File: config.mk
export PLATFORM = sky130hd
export DESIGN_NAME = dac_chan_fmt
export DESIGN_NICKNAME = d
export VERILOG_FILES = /design/src/rtl/dac_chan_fmt.sv
export SDC_FILE = /design/constraint.sdc
export NUM_CORES = 1
export LEC_CHECK = 0
export CAP_MARGIN = 0
export CORE_AREA = 5 5 117 119
export DETAILED_ROUTE_END_ITERATION = 12
export DIE_AREA = 0 0 122 124
export SYNTH_ARGS = -nofsm -noshare
export SYNTH_HDL_FRONTEND = slang
export SYNTH_SLANG_ARGS = --single-unit
File: constraint.sdc
create_clock -name clk -period 7 [get_ports clk]
set_input_delay 0.7 -clock clk [delete_from_list [all_inputs] [get_ports clk]]
set_output_delay 0.7 -clock clk [all_outputs]
set_load 0.05 [all_outputs]
File: src/rtl/dac_chan_fmt.sv
// N-lane DAC sample formatter: shift, saturate and offset-binary convert signed
// FIR samples, with per-lane square/ramp/mid-scale test modes behind a 3-stage pipeline.
module dac_chan_fmt #(
    parameter int NCH   = 2,
    parameter int IN_W  = 16,
    parameter int DAC_W = 14,
    parameter int SHIFT = 2,
    parameter int UR_W  = 16
) (
    input  logic                  clk,
    input  logic                  rst,
    input  logic                  en,
    input  logic                  in_valid,
    input  logic [NCH*IN_W-1:0]   in_data,
    input  logic [NCH-1:0]        bit_in,
    input  logic [2*NCH-1:0]      mode,
    input  logic                  sat_clr,
    output logic [NCH*DAC_W-1:0]  dac_data,
    output logic                  dac_valid,
    output logic [NCH-1:0]        sat_flag,
    output logic [UR_W-1:0]       underrun_cnt
);
    localparam logic [DAC_W-1:0]       MID  = {1'b1, {(DAC_W-1){1'b0}}};
    localparam logic signed [IN_W-1:0] SMAX = IN_W'((2**(DAC_W-1)) - 1);
    localparam logic signed [IN_W-1:0] SMIN = IN_W'(-(2**(DAC_W-1)));

    // Valid semantics: in_valid qualifies in_data for one cycle, there is no
    // backpressure; dac_valid marks the single cycle in which dac_data took a new sample.

    logic                 w_no_filt;
    logic                 r1_valid;
    logic                 r1_en;
    logic [NCH*IN_W-1:0]  r1_data;
    logic [NCH-1:0]       r1_bit;
    logic [2*NCH-1:0]     r1_mode;

    // Without a filtered lane nothing waits on the FIR, so every cycle is valid.
    always_comb begin
        w_no_filt = 1'b1;
        for (int k = 0; k < NCH; k++) begin
            if (mode[2*k +: 2] == 2'b00) w_no_filt = 1'b0;
        end
    end

    always_ff @(posedge clk or posedge rst) begin
        if (rst) begin
            r1_valid <= 1'b0;
            r1_en    <= 1'b0;
            r1_data  <= '0;
            r1_bit   <= '0;
            r1_mode  <= '0;
        end else begin
            r1_valid <= in_valid | w_no_filt;
            r1_en    <= en;
            r1_data  <= in_data;
            r1_bit   <= bit_in;
            r1_mode  <= mode;
        end
    end

    logic signed [IN_W-1:0] w_shf [NCH];
    logic [DAC_W-1:0]       w_s   [NCH];
    logic [NCH-1:0]         w_set;

    always_comb begin
        w_set = '0;
        for (int k = 0; k < NCH; k++) begin
            w_shf[k] = $signed(r1_data[k*IN_W +: IN_W]) >>> SHIFT;
            if (w_shf[k] > SMAX) begin
                w_s[k]   = SMAX[DAC_W-1:0];
                w_set[k] = r1_valid & (r1_mode[2*k +: 2] == 2'b00);
            end else if (w_shf[k] < SMIN) begin
                w_s[k]   = SMIN[DAC_W-1:0];
                w_set[k] = r1_valid & (r1_mode[2*k +: 2] == 2'b00);
            end else begin
                w_s[k]   = w_shf[k][DAC_W-1:0];
            end
        end
    end

    logic                 r2_valid;
    logic                 r2_en;
    logic [NCH*DAC_W-1:0] r2_s;
    logic [NCH-1:0]       r2_bit;
    logic [2*NCH-1:0]     r2_mode;
    logic [NCH-1:0]       r_sat;

    always_ff @(posedge clk or posedge rst) begin
        if (rst) begin
            r2_valid <= 1'b0;
            r2_en    <= 1'b0;
            r2_s     <= '0;
            r2_bit   <= '0;
            r2_mode  <= '0;
            r_sat    <= '0;
        end else begin
            r2_valid <= r1_valid;
            r2_en    <= r1_en;
            for (int k = 0; k < NCH; k++) r2_s[k*DAC_W +: DAC_W] <= w_s[k];
            r2_bit   <= r1_bit;
            r2_mode  <= r1_mode;
            r_sat    <= (r_sat & ~{NCH{sat_clr}}) | w_set;
        end
    end

    logic [NCH*DAC_W-1:0] w_code;
    logic [DAC_W-1:0]     r_ramp;
    logic [NCH*DAC_W-1:0] r_dac;
    logic                 r_dv;
    logic [UR_W-1:0]      r_ur;

    always_comb begin
        w_code = '0;
        for (int k = 0; k < NCH; k++) begin
            case (r2_mode[2*k +: 2])
                2'b00:   w_code[k*DAC_W +: DAC_W] = {~r2_s[(k+1)*DAC_W-1], r2_s[k*DAC_W +: DAC_W-1]};
                2'b01:   w_code[k*DAC_W +: DAC_W] = r2_bit[k] ? {DAC_W{1'b1}} : MID;
                2'b10:   w_code[k*DAC_W +: DAC_W] = r_ramp;
                default: w_code[k*DAC_W +: DAC_W] = MID;
            endcase
        end
    end

    // A non-valid enabled cycle can only come from a starved filtered lane.
    always_ff @(posedge clk or posedge rst) begin
        if (rst) begin
            r_dac  <= {NCH{MID}};
            r_dv   <= 1'b0;
            r_ramp <= '0;
            r_ur   <= '0;
        end else begin
            r_dv <= r2_valid & r2_en;
            if (!r2_en) begin
                r_dac <= {NCH{MID}};
            end else if (r2_valid) begin
                r_dac  <= w_code;
                r_ramp <= r_ramp + 1'b1;
            end else if (r_ur != {UR_W{1'b1}}) begin
                r_ur <= r_ur + 1'b1;
            end
        end
    end

    assign dac_data     = r_dac;
    assign dac_valid    = r_dv;
    assign sat_flag     = r_sat;
    assign underrun_cnt = r_ur;
endmodule
==> results of run 1 <==
## power groups by stage
| stage | clock network, mW | registers, mW | logic, mW |
|---|---|---|---|
| final | 0.977 | 0.908 | 0.263 |
| after CTS | 0.996 | 0.910 | 0.267 |
| after floorplan | 0 | 0.973 | 0.105 |
| after global placement | 0 | 0.921 | 0.263 |
| after detailed placement | 0 | 0.923 | 0.266 |
| after global routing | 1.03 | 0.919 | 0.287 |
## state kept, by name, indices dropped and copies added, names as in the netlist, 2 cells and up
name / count
sat_flag: 2
r_ramp: 14
r1_data: 28
r2_mode: 4
dac_data: 28
underrun_cnt: 16
r1_mode: 4
r2_s: 28
r2_bit: 2
r1_bit: 2
## stage by stage
stage	hold WS (ps)	utilization, %
floorplan	331	-
global placement	334	46.8
detailed placement	335	46.8
CTS	347	52.2
global route	350	52.2
finish	346	52.2
## worst paths after layout
check,from,to,slack (ps),cells past startpoint
max reg2reg,r2_valid,underrun_cnt[15],4570,4
min,r1_data[11],r2_s[9],350,0
max,underrun_cnt[7],underrun_cnt[7],4540,1
min in group asynchronous,rst,sat_flag[0],840,2
min reg2reg,r1_data[11],r2_s[9],350,0
max in group asynchronous,rst,r2_s[6],4930,3
## layer usage
layer  track usage (%)  up-vias  share of wire, %
li1                  -     1470                 -
met2              21.5       71                49
met4              5.74        0               1.5
met1              18.4     1522                45
met5                 0        -                 0
met3              4.13       12               4.1
## Yosys cell counts (2+ instances only)
| cell type | instances |
|---|---|
| a21oi_1 | 31 |
| a22o_1 | 13 |
| a41oi_1 | 2 |
| and3_1 | 2 |
| and4_1 | 2 |
| buf_2 | 2 |
| clkbuf_1 | 39 |
| dfrtp_1 | 131 |
| dfstp_2 | 2 |
| ha_1 | 2 |
| inv_1 | 6 |
| mux2_2 | 2 |
| mux2i_1 | 15 |
| nand2_1 | 27 |
| nand2b_1 | 15 |
| nand3_1 | 9 |
| nand3b_1 | 2 |
| nand4_1 | 5 |
| nor2_1 | 9 |
| nor2b_1 | 5 |
| nor3_1 | 5 |
| nor3b_1 | 3 |
| nor4_1 | 3 |
| o21ai_0 | 26 |
| o21ai_1 | 2 |
| or2_2 | 2 |
| xnor2_1 | 11 |
| xor2_1 | 12 |
## cells by family after synthesis
| kind of cell | count (synthesis) |
|---|---|
| AO/OA/AOI/OAI | 78 |
| multiplexers | 18 |
| flip-flops | 133 |
| AND/OR/NAND/NOR | 94 |
| buffers and inverters | 48 |
| adder cells (fa/ha/maj) | 2 |
| XOR/XNOR | 23 |
## area by class of cell
type / count / share of cell area, %
clock inverter: 12 / 3.06
clock buffer: 20 / 7.18
inverter: 6 / 0.385
timing repair buffer: 86 / 13.2
sequential: 133 / 51.2
multi-input combinational: 215 / 21.6
tap: 172 / 3.31
==> flow_metrics.py, run 1 <==
metrics = {
    "power_and_ir_drop": {
        "vdd_drop_max_uv": 144,
        "power.leakage_nw": 2.84,
        "powerDensity_nw_per_um2": 330,
        "report.power.total_mw": 2.15,
        "p_int_mw": 1.60,
        "p_comb_share_pct": 12.3,
        "p_switching_mw": 0.547,
        "pwr-share-seq_pct": 42.3,
        "p_clk_share_pct": 45.5,
        "swShare_pct": 25.5,
    },
    "synthesis": {
        "synth-main-ff-cell": "dfrtp_1",
        "synth_cell_type_count": 39,
        "synth_compound_area_share_pct": 9.29,
        "syn_area_um2": 4920,
        "synthAdderAreaFrac_pct": 0.509,
        "synthSimpleGateAreaFrac_pct": 10.8,
        "synth_cells": 396,
        "yosys_register_bits": 133,
        "avgSynthCellArea_um2": 12.4,
        "synth_top_family_by_area": "simple AND/OR/NAND/NOR gates",
        "synth_edf_count": 0,
        "synthTopCellsByArea": "dfrtp_1 67%, a21oi_1 3.2%, mux2i_1 3.1%",
        "yosys_warnings": 0,
        "synthMuxAreaShare_pct": 3.82,
        "synth_xor_area_share_pct": 4.10,
        "yosysTopAreaCellShare_pct": 66.7,
        "async_flop_share_pct": 100,
        "syn_nets": 441,
        "ys_seq_area_share_pct": 67.7,
        "yosysTopAreaCell": "dfrtp_1",
    },
    "global_routing": {
        "track_usage_pct": 13.9,
        "grt_max_degree": 76,
        "grt_overflow": 0,
        "grt_pass1_wl_um": 16200,
        "antenna_found_initial": 0,
        "grt_pass1_vias": 3156,
    },
    "setup_path": {
        "worst-path-buf-inv": 1,
        "critPathRequiredTime_ps": 6300,
        "crit_type": "flip-flop to output port",
        "cp.arrival_ps": 1760,
        "cp-end-kind": "output port",
        "cp_cell_sequence": "clkdlybuf4s50_1",
        "worst_setup_path_start_kind": "flip-flop",
        "cpLargestDelayFamily": "buffers and inverters",
        "slowest_stage": "clkdlybuf4s50_1",
        "critPathMaxStageDelay_ps": 860,
        "path_max_fanout": 7,
    },
    "placed_design": {
        "place_area_um2": 5840,
        "dp_cells": 612,
        "place.port_buffers": 85,
        "routabilityCongestion": 0.803,
        "post-place-ws_ps": 4380,
        "dp_hpwl_um": 6710,
    },
    "floorplanning": {
        "core-area_um2": 12500,
        "die_height_um": 124,
        "die_x_um": 122,
        "die_area_um2": 15100,
        "start_util_pct": 39.4,
        "rows": 41,
        "io_pins": 90,
    },
    "detailed_routing": {
        "ant_nets": 0,
        "drtPass1Iterations": 4,
        "wirelength_um": 9810,
        "drt_iter0_markers": 124,
        "vias": 3075,
        "drc": 0,
        "wire_per_inst_um": 15.2,
        "detail_route.vias_per_cell": 4.77,
    },
    "cells_and_area": {
        "n_fill_cell": 1066,
        "finalNetCount": 504,
        "final-instance-count-excl-fill": 644,
        "antennaDiodeCount": 0,
        "final_common_cell": "dfrtp_1",
        "layout-drive-gt1-share_pct": 9.96,
        "seq_area_um2": 3330,
        "syn_to_final_growth_pct": 32.2,
        "final_area_um2": 6500,
        "final_cell_mix": "131 x dfrtp_1, 85 x clkdlybuf4s50_1, 31 x a21oi_1",
        "multi_input_area_um2": 1410,
    },
    "timing": {
        "hold_viol": 0,
        "worst_slew_pin_slew_ps": 1160,
        "period_share_pct": 35.2,
        "fmaxAchievable_mhz": 406,
        "slew_headroom_pct": 22.1,
        "setup_ws_ps": 4540,
        "rsz0062_at_grt": "no",
        "fin_crit_ps": 2460,
        "final_max_slew_viol_count": 0,
        "setup_violations": 0,
        "tns_ps": 0,
        "fin_skew_ps": 7.41,
    },
    "clock_network": {
        "postCtsResizedCells": 0,
        "worstSkewPairLatency_ps": 400,
        "cts.sinks": 133,
        "post_cts_buffers": 0,
        "postCtsHoldBufs": 0,
        "clk_pin_slew_worst_paths_ps": 60,
        "clock_tree.root_cell": "clkbuf_16",
        "clk_path_buf_depth": 2,
        "cts_buffers": 17,
        "cts_tree": "built",
        "htree_levels": 4,
    },
    "worst_hold_path": {
        "min_path_type": "flip-flop to flip-flop",
    },
    "outcome": {
        "status": "completed",
    },
    "flow_run": {
        "timing.max_cap.violations": 0,
    },
}
Power figures use the tool's default switching activity.
==> inputs of run 2 (changes only) <==
==> constraint.sdc (replaced) <==
create_clock -name clk -period 2.4 [get_ports clk]
set_input_delay 0.24 -clock clk [delete_from_list [all_inputs] [get_ports clk]]
set_output_delay 0.24 -clock clk [all_outputs]
set_load 0.05 [all_outputs]
==> flow_metrics.py, run 2 (synthesis results as in run 1) <==
metrics = {
    "detailed_routing": {
        "drtPass1Iterations": 4,
        "ant_nets": 0,
        "vias": 3158,
        "wire_per_inst_um": 15.8,
        "drt_iter0_markers": 215,
        "detail_route.vias_per_cell": 4.87,
        "drc": 0,
        "wirelength_um": 10300,
    },
    "placed_design": {
        "dp_hpwl_um": 6790,
        "routabilityCongestion": 0.811,
        "dp_cells": 617,
        "post-place-ws_ps": 578,
        "place.port_buffers": 85,
        "place_area_um2": 5890,
    },
    "timing": {
        "setup_ws_ps": 372,
        "fin_skew_ps": 14.7,
        "tns_ps": 0,
        "fmaxAchievable_mhz": 493,
        "worst_slew_pin_slew_ps": 1070,
        "rsz0062_at_grt": "no",
        "final_max_slew_viol_count": 0,
        "hold_viol": 0,
        "slew_headroom_pct": 28.5,
        "setup_violations": 0,
        "fin_crit_ps": 2030,
        "hold_slack_ps": 255,
        "period_share_pct": 84.5,
    },
    "flow_run": {
        "timing.max_cap.violations": 0,
    },
    "cells_and_area": {
        "fin_util_pct": 52.7,
        "layout-drive-gt1-share_pct": 10.9,
        "final-instance-count-excl-fill": 649,
        "finalNetCount": 509,
        "final_common_cell": "dfrtp_1",
        "final_area_um2": 6570,
        "n_fill_cell": 1105,
        "syn_to_final_growth_pct": 33.6,
        "antennaDiodeCount": 0,
        "final_cell_mix": "131 x dfrtp_1, 85 x clkdlybuf4s50_1, 31 x a21oi_1",
    },
    "clock_network": {
        "cts_buffers": 17,
        "clock_tree.root_cell": "clkbuf_16",
        "clk_path_buf_depth": 2,
        "cts_tree": "built",
        "cts.sinks": 133,
        "htree_levels": 4,
        "postCtsResizedCells": 0,
        "post_cts_buffers": 0,
        "worstSkewPairLatency_ps": 420,
        "postCtsHoldBufs": 0,
        "clk_pin_slew_worst_paths_ps": 60,
    },
    "setup_path": {
        "critPathMaxStageDelay_ps": 870,
        "regToRegEndpoint": "underrun_cnt[1]",
        "rrSetupSlack_ps": 570,
        "rr_startpoint": "underrun_cnt[0]",
        "crit_type": "flip-flop to output port",
        "critPathRequiredTime_ps": 2160,
        "cp-end-kind": "output port",
        "cp.arrival_ps": 1790,
        "cp_cell_sequence": "clkdlybuf4s50_1",
        "worst_setup_path_start_kind": "flip-flop",
        "path_max_fanout": 7,
        "worst-path-buf-inv": 1,
        "reg2reg_depth": 5,
        "cpLargestDelayFamily": "buffers and inverters",
        "slowest_stage": "clkdlybuf4s50_1",
    },
    "global_routing": {
        "grt_overflow": 0,
        "grt_pass1_wl_um": 16500,
        "grt_max_degree": 134,
        "grt_pass1_vias": 3206,
        "track_usage_pct": 14.5,
        "antenna_found_initial": 0,
    },
    "power_and_ir_drop": {
        "vdd_drop_max_uv": 440,
        "power.leakage_nw": 2.89,
        "powerDensity_nw_per_um2": 971,
        "report.power.total_mw": 6.38,
    },
    "floorplanning": {
        "die_height_um": 124,
        "rows": 41,
        "die_area_um2": 15100,
        "core-area_um2": 12500,
        "die_x_um": 122,
        "io_pins": 90,
        "start_util_pct": 39.4,
    },
    "worst_hold_path": {
        "holdPathStages": 1,
        "min_path_type": "input pin to flip-flop",
        "hold_path_end": "r1_data[11]",
        "min-delay-start": "in_data[11]",
    },
    "outcome": {
        "status": "completed",
    },
}
## run 2: power by group
part           internal, mW  switching (mW)  total [mW]  leakage [nW]
registers              2.43           0.215        2.64          1.65
clock network          1.99           0.951        2.94         0.337
logic                 0.323           0.472       0.795         0.901
## run 2: worst reg2reg max path, stage by stage, from the launching register on
cell and delay (ps):
dfrtp_1 410, ha_1 190, nand2_1 140, nor4_4 510, a21oi_2 150, mux2_4 320
## run 2: routing by layer
metal  GRT usage, %  vias to the layer above  share of wire, %  wire [um]
met3           5.31                       18               5.9        602
li1               -                     1476                 -          -
met5              0                        -                 0          0
met4           6.37                        0               2.0        207
met1           18.3                     1573                43       4470
met2           22.5                       91                49       5000
## run 2: worst max-delay path by stage
stage	slack [ps]	end	depth (start not counted)	from
floorplan	400	underrun_cnt[12]	5	underrun_cnt[0]
global placement	600	underrun_cnt[1]	5	underrun_cnt[0]
detailed placement	580	underrun_cnt[1]	5	underrun_cnt[1]
CTS	370	underrun_cnt[7]	1	underrun_cnt[7]
global route	330	underrun_cnt[7]	1	underrun_cnt[7]
finish	370	underrun_cnt[7]	1	underrun_cnt[7]
## run 2: area by class of cell
type	count	area [um^2]	share of cell area, %
timing repair buffer	91	908	13.8
tap	172	215	3.27
clock inverter	10	190	2.89
sequential	133	3330	50.7
multi-input combinational	215	1410	21.4
inverter	6	26.3	0.400
clock buffer	22	494	7.52
==> edit 1, RTL diff (flow settings as in run 2) <==
Put one more register stage on the output `underrun_cnt`, with the module's reset. The value now appears one clock later. The other outputs are not delayed to match.
--- a/src/rtl/dac_chan_fmt.sv
+++ b/src/rtl/dac_chan_fmt.sv
@@ -146,3 +146,9 @@
     assign sat_flag     = r_sat;
-    assign underrun_cnt = r_ur;
+    always_ff @(posedge clk or posedge rst) begin
+        if (rst) begin
+            underrun_cnt <= '0;
+        end else begin
+            underrun_cnt <= r_ur;
+        end
+    end
 endmodule
Formal check against the unedited RTL: not equivalent (Yosys sat finds a counterexample within 4 cycles, from zero or initial values and one cycle with rst high).
==> edit 1 against run 2 <==
Synthesized area rose by 8.6%. Utilization rose by 2.6 points. Hold slack got worse by 12 ps. Critical path type unchanged. Power fell by 2.1%. Highest routed layer unchanged. Synthesized cell count rose by 4.0%. Worst setup slack improved by 31 ps. Sequential cell count rose by 16. Wire length rose by 2.1%. Design area rose by 4.9%.
==> edit 1: results (changes against run 2) <==
Global route
  • Largest net degree at the start of global routing: 57 (was 134)
  • M3 GR Usage: 5.27% (was 5.31%)
  • Met2 Usage GRT: 23.4% (was 22.5%)
  • Number of global-route vias before repair: 3428 (was 3206)
  • Total GRT Usage: 15.5% (was 14.5%)
  • First-pass GRT wire length: 17800 um (was 16500 um)
  • Met1 usage: 21.0% (was 18.3%)

Clocking
  • CTS clk-pin slew, worst paths: 60 ps (about the same)
  • Post_cts resized: 0 (unchanged)
  • Post-CTS Repair Setup Buffers: 0 (unchanged)

Finish
  • Nets@finish: 525 (was 509)
  • Share of layout cells above drive strength 1: 10.1% (was 10.9%)

Detailed routing
  • WL/cell: 15.8 um (about the same)
  • Iter 0 DRT Violations: 236 (was 215)
  • Via density: 4.87 (about the same)

STA
  • Clock skew: 3.41 ps (was 14.7 ps)
  • Max_slew headroom: 61.2% (was 28.5%)
  • Hold Slack: 243 ps (was 255 ps)

Synth
  • Post-synthesis cell type count: 35 (was 39)
  • Register area share after synthesis: 69.9% (was 67.7%)
  • Synth Warn #: 0 (unchanged)
  • Syn Nets: 457 (was 441)
  • Top cells by count, synth: dfrtp_1, clkbuf_1, a21oi_1, nand2_1, o21ai_0 (unchanged)
  • Synth area leaders: dfrtp_1, clkbuf_1, mux2i_1, a21oi_1, o21ai_0 (was dfrtp_1, a21oi_1, mux2i_1, clkbuf_1, o21ai_0)

Worst setup path
  • CP arrival: 1760 ps (was 1790 ps)
  • R2r endpoint: r_ur[14]$_DFFE_PP0P_ (was underrun_cnt[1]$_DFFE_PP0P_)
  • CP max-delay cell: clkdlybuf4s50_1 (unchanged)
  • Worst R2R Setup Slack: 540 ps (was 570 ps)
  • Setup crit start: dac_data[27]$_DFFE_PP1N_ (was underrun_cnt[7]$_DFFE_PP0P_)
  • Max stage delay on crit path: 810 ps (was 870 ps)
  • CP Max Fanout: 2 (was 7)
  • Worst r2r src: r_ur[0]$_DFFE_PP0P_ (was underrun_cnt[0]$_DFFE_PP0P_)
  • Reg2Reg Depth: 6 (was 5)

Status
  • Status: finished clean (unchanged)

Place
  • Gpl congestion: 0.773 (was 0.811)
  • Dpl hpwl: 7050 um (was 6790 um)

Pwr
  • Peak VDD IR: 0.636 mV (was 0.440 mV)
  • Leakage: 3.07 nW (was 2.89 nW)

Worst hold path
  • Worst hold path class: in2async (was in2reg)
## edit 1: cell count changes after synthesis, sizes merged, moves of 3 or more
cell / run 2 / this run
a211oi: 0 / 3
a21oi: 32 / 29
nor4: 4 / 1
a2111oi: 1 / 4
nand3: 9 / 12
dfrtp: 131 / 147
## edit 1: metal layers
layer	routed length [um]	part of all wire, %	up-vias
li1	-	-	1519
met1	4810	46	1630
met2	5000	48	82
met3	563	5.4	10
met4	125	1.2	0
met5	0	0	-
## edit 1: kinds of logic (layout without fill, tap and decap cells)
| family | Yosys count | count (layout) | share of synthesized area, % |
|---|---|---|---|
| flops | 149 | 149 | 69.9 |
| buf+inv | 49 | 130 | 3.68 |
| fa+ha+maj | 2 | 2 | 0.469 |
| mux | 17 | 17 | 3.23 |
| simple gates | 89 | 89 | 9.02 |
| compound gates | 79 | 79 | 9.30 |
| xor+xnor | 27 | 27 | 4.43 |
## edit 1: through the flow
| stage | std cells | cell area (sq um) | util [%] | setup WS, ps | power [mW] |
|---|---|---|---|---|---|
| after CTS | 665 | 6900 | 55.3 | 379 | 6.33 |
| after detailed placement | 633 | 6320 | 50.7 | 567 | 3.80 |
| final | 665 | 6900 | 55.3 | 403 | 6.25 |
| after floorplan | 412 | 5340 | - | 287 | 3.47 |
| after global routing | 665 | 6900 | 55.3 | 362 | 6.53 |
| after global placement | 633 | 6320 | 50.7 | 593 | 3.78 |
## edit 1: cell type report
type                    count  area, sq um
clock buffers              24          502
clock inverters             8         72.6
flip-flops and latches    149         3730
fillers                  1068         5570
well taps                 172          215
multi-input cells         214         1410
inverters                   4         18.8
repair buffers             94          943
## edit 1: report_power, final
group / switching, mW / total [mW] / internal, mW
clock network: 0.943 / 2.50 / 1.56
logic: 0.478 / 0.804 / 0.326
registers: 0.216 / 2.94 / 2.73
total: 1.64 / 6.25 / 4.61
## edit 1: worst register-to-register path, stage by stage, from the launching register on
cell and delay, ps:
dfrtp_1 420, ha_1 490, nand3b_4 140, a311oi_1 260
buf_4 180, nand4_1 110, xnor2_1 140
## edit 1: worst max path at each step
stage	endpoint	depth (start not counted)
floorplan	dac_data[0]$_DFFE_PP0N_	1
global placement	r_ur[14]$_DFFE_PP0P_	6
detailed placement	r_ur[14]$_DFFE_PP0P_	6
CTS	dac_data[27]	1
global route	dac_data[27]	1
finish	dac_data[27]	1
==> edit 2, RTL diff (config.mk and constraints of run 2) <==
Without the edit above. `DAC_W`: 14 -> 13.
--- a/src/rtl/dac_chan_fmt.sv
+++ b/src/rtl/dac_chan_fmt.sv
@@ -5,3 +5,3 @@
     parameter int IN_W  = 16,
-    parameter int DAC_W = 14,
+    parameter int DAC_W = 13,
     parameter int SHIFT = 2,
Interface: changed (resized dac_data); port bits go from 90 to 88. The function was not compared with the original's and may differ.
==> edit 2 against run 2 <==
Sequential cell count shrank 5. Final cell count up 4.3%. Power down 7.0%. Synthesized area is 2.7% higher. Critical path depth unchanged. Wire length fell by 1.6%. Design area up 0.88%. Worst setup slack improved by 42 ps. Largest cell class unchanged.
==> edit 2: results (changes against run 2) <==
Pwr
  • Peak VDD IR: 0.533 mV (was 0.440 mV)
  • Combinational power: 0.914 mW (was 0.795 mW)
  • Sequential power share: 43.8% (was 41.4%)
  • Leakage: 2.88 nW (was 2.89 nW)
  • NetSw: 1.68 mW (was 1.64 mW)

Synth
  • Top cell type's share of synthesized area: 62.4% (was 66.7%)
  • Top cells by count, synth: dfrtp_1, nor2_1, mux2i_1, nand2_1, clkbuf_1 (was dfrtp_1, clkbuf_1, a21oi_1, nand2_1, o21ai_0)
  • Average size of a mapped cell: 12.4 sq um (about the same)
  • Syn Nets: 452 (was 441)
  • Register area share after synthesis: 63.5% (was 67.7%)
  • Post-synthesis cell type count: 41 (was 39)
  • Synth area leaders: dfrtp_1, mux2i_1, nor2_1, xnor2_1, o221a_2 (was dfrtp_1, a21oi_1, mux2i_1, clkbuf_1, o21ai_0)

Worst hold path
  • Worst hold path class: in2async (was in2reg)

Worst setup path
  • Setup crit start: dac_data[12]$_DFFE_PP1N_ (was underrun_cnt[7]$_DFFE_PP0P_)
  • CP Max Fanout: 2 (was 7)
  • R2r endpoint: underrun_cnt[10]$_DFFE_PP0P_ (was underrun_cnt[1]$_DFFE_PP0P_)
  • CP arrival: 1750 ps (was 1790 ps)

Finish
  • Nets@finish: 537 (was 509)
  • Share of layout cells above drive strength 1: 12.9% (was 10.9%)
  • Final non-filler cell total: 677 (was 649)
  • Fill count: 1061 (was 1105)

Detailed routing
  • Iter 0 DRT Violations: 231 (was 215)
  • Drt total wl: 10100 um (was 10300 um)
  • Vias: 3233 (was 3158)

Place
  • Placed cells: 645 (was 617)
  • PortBufs: 83 (was 85)
  • Place WS: 568 ps (was 578 ps)
  • Dpl hpwl: 7040 um (was 6790 um)
  • Placed cell areas: 0.00606 sq mm (was 0.00589 sq mm)

Global route
  • Met1 usage: 18.3% (about the same)
  • Met2 Usage GRT: 24.0% (was 22.5%)
  • Total GRT Usage: 14.6% (was 14.5%)
  • M3 GR Usage: 4.09% (was 5.31%)
  • Number of global-route vias before repair: 3414 (was 3206)
  • First-pass GRT wire length: 17100 um (was 16500 um)

Status
  • Status: finished clean (unchanged)

STA
  • Clock skew: 7.26 ps (was 14.7 ps)
  • Worst-margin pin slew: 658 ps (was 1070 ps)
  • Final Cycle Share: 82.7% (was 84.5%)
## edit 2: cell count changes in the layout (fill, tap and decap cells not counted), moves of 13 or more
cell      delta
nand2b_1    -13
a22o_1      -13
a21oi_1     -24
nor2_1      +45
## edit 2: logic make-up after synthesis
logic type               Yosys count  synth area share (%)
multiplexers                      29                  5.82
buffers and inverters             33                  2.92
AND/OR/NAND/NOR                  120                  11.6
flip-flops                       128                  63.5
XOR/XNOR                          27                  4.68
AO/OA/AOI/OAI                     56                  8.67
adder cells (fa/ha/maj)           14                  2.87
## edit 2: area by class of cell
type                            count  area (sq um)  area share [%]
Inverter                            7          30.0           0.453
Clock inverter                     10          85.1            1.28
Sequential cell                   128          3210            48.4
Timing Repair Buffer               92           911            13.7
Clock buffer                       22           484            7.30
Multi-Input combinational cell    246          1700            25.6
Tap cell                          172           215            3.25
## edit 2: through the flow
stage,hold WS [ps],power [mW]
after CTS,221,5.99
final,218,5.93
after global routing,253,6.19
after global placement,338,3.53
after floorplan,271,3.18
after detailed placement,337,3.56
